File: src/rtl/intr_arbiter.sv
// Fixed-priority interrupt arbiter: edge-captured pending bits, software enable,
// and a single-in-service claim/complete handshake over a 4-word register port.
module intr_arbiter #(
  parameter int N_SRC = 8
) (
  input  logic             i_clk,
  input  logic             i_rst,
  input  logic [N_SRC-1:0] i_src_irq,
  input  logic             i_reg_en,
  input  logic             i_reg_we,
  input  logic [3:0]       i_reg_addr,
  input  logic [31:0]      i_reg_wdata,
  output logic [31:0]      o_reg_rdata,
  output logic             o_irq_out
);

  localparam logic [3:0] ADDR_ENABLE  = 4'h0;
  localparam logic [3:0] ADDR_PENDING = 4'h4;
  localparam logic [3:0] ADDR_CLAIM   = 4'h8;
  localparam logic [3:0] ADDR_STATUS  = 4'hC;

  typedef enum logic {
    S_IDLE    = 1'b0,
    S_SERVICE = 1'b1
  } state_t;

  state_t             r_state;
  state_t             w_state_nxt;
  logic [N_SRC-1:0]   r_pending;
  logic [N_SRC-1:0]   r_enable;
  logic [N_SRC-1:0]   r_src_prev;
  logic [4:0]         r_svc_id;
  logic [31:0]        r_rdata;
  logic               r_irq;

  logic               w_rd;
  logic               w_wr;
  logic [N_SRC-1:0]   w_active;
  logic [4:0]         w_cand_id;
  logic               w_claim;
  logic               w_complete;
  logic [N_SRC-1:0]   w_clr;
  logic [N_SRC-1:0]   w_rise;
  logic [N_SRC-1:0]   w_pending_nxt;
  logic [N_SRC-1:0]   w_enable_nxt;
  logic [4:0]         w_svc_id_nxt;
  logic [31:0]        w_rdata_nxt;
  logic               w_irq_nxt;
  logic               w_unused;

  assign w_rd       = i_reg_en & ~i_reg_we;
  assign w_wr       = i_reg_en & i_reg_we;
  assign w_active   = r_pending & r_enable;
  assign w_claim    = w_rd & (i_reg_addr == ADDR_CLAIM) & (r_state == S_IDLE) & (w_cand_id != 5'd0);
  assign w_complete = w_wr & (i_reg_addr == ADDR_CLAIM) & (r_state == S_SERVICE) &
                      (i_reg_wdata[4:0] == r_svc_id);
  assign w_rise     = i_src_irq & ~r_src_prev;
  assign w_unused   = ^i_reg_wdata[31:N_SRC];

  // Lowest active index wins: scan downward so the smallest index is written last.
  always_comb begin
    w_cand_id = 5'd0;
    for (int i = N_SRC - 1; i >= 0; i--) begin
      w_cand_id = w_active[i] ? 5'(i + 1) : w_cand_id;
    end
  end

  // A rising edge in the claim cycle beats the claim's clear.
  always_comb begin
    w_clr         = w_claim ? (N_SRC'(1) << (w_cand_id - 5'd1)) : '0;
    w_pending_nxt = (r_pending & ~w_clr) | w_rise;
    w_enable_nxt  = (w_wr && (i_reg_addr == ADDR_ENABLE)) ? i_reg_wdata[N_SRC-1:0] : r_enable;
    if (w_claim) begin
      w_svc_id_nxt = w_cand_id;
    end else if (w_complete) begin
      w_svc_id_nxt = 5'd0;
    end else begin
      w_svc_id_nxt = r_svc_id;
    end
  end

  always_comb begin
    w_state_nxt = r_state;
    case (r_state)
      S_IDLE:    w_state_nxt = w_claim ? S_SERVICE : S_IDLE;
      S_SERVICE: w_state_nxt = w_complete ? S_IDLE : S_SERVICE;
      default:   w_state_nxt = S_IDLE;
    endcase
  end

  // Output next values; irq is gated by the post-access state so a claim drops it at once.
  always_comb begin
    w_rdata_nxt = r_rdata;
    if (w_rd) begin
      case (i_reg_addr)
        ADDR_ENABLE:  w_rdata_nxt = 32'(r_enable);
        ADDR_PENDING: w_rdata_nxt = 32'(r_pending);
        ADDR_CLAIM:   w_rdata_nxt = (r_state == S_IDLE) ? 32'(w_cand_id) : 32'd0;
        ADDR_STATUS:  w_rdata_nxt = {26'd0, (r_state == S_SERVICE), r_svc_id};
        default:      w_rdata_nxt = 32'd0;
      endcase
    end else begin
      w_rdata_nxt = r_rdata;
    end
    w_irq_nxt = (w_state_nxt == S_IDLE) & (|(r_pending & w_enable_nxt));
  end

  always_ff @(posedge i_clk or posedge i_rst) begin
    if (i_rst) begin
      r_state    <= S_IDLE;
      r_pending  <= '0;
      r_enable   <= '0;
      r_src_prev <= '0;
      r_svc_id   <= 5'd0;
      r_rdata    <= 32'd0;
      r_irq      <= 1'b0;
    end else begin
      r_state    <= w_state_nxt;
      r_pending  <= w_pending_nxt;
      r_enable   <= w_enable_nxt;
      r_src_prev <= i_src_irq;
      r_svc_id   <= w_svc_id_nxt;
      r_rdata    <= w_rdata_nxt;
      r_irq      <= w_irq_nxt;
    end
  end

  assign o_reg_rdata = r_rdata;
  assign o_irq_out   = r_irq;

endmodule

File: config.mk
export PLATFORM = sky130hd
export DESIGN_NAME = intr_arbiter
export DESIGN_NICKNAME = d
export VERILOG_FILES = /design/src/rtl/intr_arbiter.sv
export SDC_FILE = /design/constraint.sdc
export NUM_CORES = 1
export LEC_CHECK = 0
export CORE_MARGIN = 4
export CORE_UTILIZATION = 44
export DETAILED_ROUTE_END_ITERATION = 8
export HOLD_SLACK_MARGIN = 0.1
export PLACE_DENSITY = 0.8
export SETUP_SLACK_MARGIN = 0.3
export SYNTH_ARGS = -nofsm -noshare
export SYNTH_HDL_FRONTEND = slang
export SYNTH_SLANG_ARGS = --single-unit
File: constraint.sdc
create_clock -name i_clk -period 3.1 [get_ports i_clk]
set_input_delay 0.93 -clock i_clk [delete_from_list [all_inputs] [get_ports i_clk]]
set_output_delay 0.93 -clock i_clk [all_outputs]
set_load 0.01 [all_outputs]
==> results.sh <==
export IMPL_grtUsageTotal_pct=15.2
export IMPL_core_mm2=0.00472
export IMPL_yosys_warnings=0
export IMPL_cts_root_buf="clkbuf_8"
export IMPL_startpoint_type="register"
export IMPL_cp_end_kind="register"
export IMPL_p_leak_nw=1.12
export IMPL_tightest_slew_ns=0.684
export IMPL_path_class="reg -> reg"
export IMPL_ios=81
export IMPL_synthAdderAreaFrac_pct=2.92
export IMPL_synthSimpleGateAreaFrac_pct=14.5
export IMPL_drv_slew=0
export IMPL_peakVddDrop_mv=0.341
export IMPL_grt_pass1_wl_um=7250
export IMPL_whs_ns=0.481
export IMPL_finClkSkew_ns=0.00714
export IMPL_required_ns=3.28
export IMPL_place_gp_congestion=0.863
export IMPL_fp_dieArea_mm2=0.00606
export IMPL_cp_slowest_cell="a32oi_1"
export IMPL_io_buffers=32
export IMPL_setup_tns_final_ns=0
export IMPL_ys_top_cells_by_area="dfrtp_1 (44%), buf_4 (8.4%), mux2i_1 (4.2%)"
export IMPL_max_freq_mhz=392
export IMPL_via_per_inst=5.28
export IMPL_hold_class="reg -> reg"
export IMPL_cp_max_fo=8
export IMPL_drcViolationCount=0
export IMPL_setup_violations=0
export IMPL_finalHoldViolCount=0
export IMPL_synth_xor_area_share_pct=2.04
export IMPL_synth_compound_area_share_pct=16.5
export IMPL_stdcell_area_mm2=0.00256
export IMPL_ant_nets=0
export IMPL_status="finished, final reports clean"
export IMPL_cts_tree="built"
export IMPL_antenna_found_initial=0
export IMPL_power_density_mw_per_mm2=524
export IMPL_synth_top_cell_by_area="dfrtp_1"
export IMPL_drt_wl_total_um=4460
export IMPL_via_count=1641
export IMPL_nNetsFinal=296
export IMPL_start_util_pct=45.4
export IMPL_postCtsSetupRepairBufs=0
export IMPL_fp_dieW_um=77.8
export IMPL_cp_arrival_ns=2.74
export IMPL_min_period_over_period_pct=82.3
export IMPL_async_flop_share_pct=100
export IMPL_grt_pass1_vias=1463
export IMPL_clk_latency_ns=0.30
export IMPL_placementRows=25
export IMPL_syn_avg_cell_area_um2=10.5
export IMPL_drtIter0Drc=169
export IMPL_maxCapViolCount=0
export IMPL_reg2reg_setup_slack_ns=0.55
export IMPL_place_area_mm2=0.00247
export IMPL_slowest_delay_ns=0.58
export IMPL_fillers=424
export IMPL_synth_top_flop_cell="dfrtp_1"
export IMPL_cts_resized=0
export IMPL_crit_chain="nand2_1, o211ai_1, a32oi_1, ha_1, inv_1, nor3_1, o21ai_1, a22o_1"
export IMPL_globalRouteOverflowTotal=0
export IMPL_syn_inst=205
export IMPL_max_slew_margin_pct=54.4
export IMPL_yosysUniqueCellTypes=46
export IMPL_postCtsHoldBufs=0
export IMPL_yosysTopAreaCellShare_pct=44.3
export IMPL_numCtsBuffers=5
export IMPL_rsz0062_at_grt="no"
export IMPL_synth_area_mm2=0.00214
export IMPL_layout_drive_gt1_share_pct=9.02
export IMPL_dp_hpwl_um=3430
export IMPL_h_tree_depth=2
export IMPL_diodes=0
export IMPL_clkSinkCount=38
export IMPL_fp_dieH_um=77.8
export IMPL_cts_max_path_buffers=2
export IMPL_clkTransAtPathRegs_ns=0.07
export IMPL_fin_crit_ns=2.55
export IMPL_wl_per_cell_um=14.3
export IMPL_yosys_register_bits=38
export IMPL_dr_pass1_iters=5
export IMPL_synth_seq_area_share_pct=44.3
export IMPL_area_growth_pct=19.5
export IMPL_synth_edf_count=0
export IMPL_grt_max_degree=39
export IMPL_yosys_mux_area_fraction_pct=8.40
export IMPL_synth_top_family_by_area="compound AO/OA/AOI/OAI gates"
## critical path, delay by kind of cell, from the launching register on
family	cells	cell delay, ns
flip-flops	1	0.44
AO/OA/AOI/OAI	4	1.00
AND/OR/NAND/NOR	2	0.47
adder cells (fa/ha/maj)	1	0.42
buffers and inverters	1	0.11
## metrics by stage
| stage | worst slack, ns | utilization (%) | std cells | power [mW] |
|---|---|---|---|---|
| 2_1_floorplan | 0.725 | - | 228 | 0.887 |
| 3_3_place_gp | 0.296 | 52.3 | 303 | 0.989 |
| 3_5_place_dp | 0.263 | 52.3 | 303 | 1.00 |
| 4_1_cts | 0.544 | 54.3 | 311 | 1.35 |
| 5_1_grt | 0.392 | 54.3 | 311 | 1.44 |
| 6_report | 0.549 | 54.3 | 311 | 1.34 |
## final cells by class
| class | count | area [um^2] | share of cell area [%] |
|---|---|---|---|
| timing repair buffer | 37 | 358 | 14.0 |
| sequential | 38 | 951 | 37.1 |
| inverter | 10 | 37.5 | 1.46 |
| clock inverter | 1 | 5.00 | 0.195 |
| tap | 67 | 83.8 | 3.27 |
| multi-input combinational | 151 | 1040 | 40.7 |
| clock buffer | 7 | 86.3 | 3.37 |
## synth_stat cells (all sizes together) (2+ instances only)
cell type  number
a31oi           2
mux2            8
nand3          15
o21ai          13
nor2            3
clkbuf          2
xnor2           3
xor2            2
nand4           4
nor4b           2
a222oi          2
a22o           10
o221ai          4
mux2i           9
ha              5
buf            27
nor2b           3
nand2b          6
nand2          10
inv            10
a22oi           2
a21oi           2
dfrtp          38
and2            2
a32o            4
## path summary, 6_finish.rpt
path,startpoint,endpoint,cells after the start
max in group asynchronous,i_rst,r_enable[2],3
hold reg to reg,o_reg_rdata[7],o_reg_rdata[7],2
hold / removal,o_reg_rdata[7],o_reg_rdata[7],2
setup reg to reg,r_pending[2],r_pending[1],8
min in group asynchronous,i_rst,o_reg_rdata[1],3
setup / recovery,r_pending[2],r_pending[1],8
## power by group
group | leakage (nW) | total [mW] | internal, mW | switching (mW)
logic | 0.621 | 0.398 | 0.178 | 0.220
clock network | 0.0482 | 0.347 | 0.179 | 0.168
registers | 0.453 | 0.599 | 0.550 | 0.0482
total | 1.12 | 1.34 | 0.908 | 0.436
## metal layers
metal / share of wire [%] / GRT usage (%) / vias to the layer above
met3: 7.6 / 4.99 / 6
met4: 1.3 / 4.98 / 0
met1: 44 / 20.4 / 790
li1: - / - / 786
met5: 0 / 0 / -
met2: 47 / 23.2 / 59
## state kept, by name, indices dropped and copies added, names as in the netlist
name	cells
r_pending	8
r_enable	8
r_svc_id	4
r_state	1
r_src_prev	8
o_reg_rdata	8
o_irq_out	1
## cell usage in the layout, fill, tap and decap left out, drive strengths merged, types with 4 or more instances in the layout
cell type / synthesis / final
mux2i: 9 / 9
dfrtp: 38 / 38
conb: 1 / 24
a22o: 10 / 10
o221ai: 4 / 4
clkbuf: 2 / 7
a32o: 4 / 4
buf: 27 / 5
o21ai: 13 / 13
inv: 10 / 10
mux2: 8 / 8
nand2: 10 / 10
clkdlybuf4s50: 0 / 32
nand2b: 6 / 6
ha: 5 / 5
nand3: 15 / 15
nand4: 4 / 4
## logic make-up (layout without fill, tap and decap cells)
group / count (synthesis) / in the layout
AND/OR/NAND/NOR: 53 / 53
flip-flops: 38 / 38
XOR/XNOR: 5 / 5
multiplexers: 17 / 17
other: 1 / 24
buffers and inverters: 39 / 55
AO/OA/AOI/OAI: 47 / 47
adder cells (fa/ha/maj): 5 / 5
No activity file was read; power rests on OpenSTA's default activity.
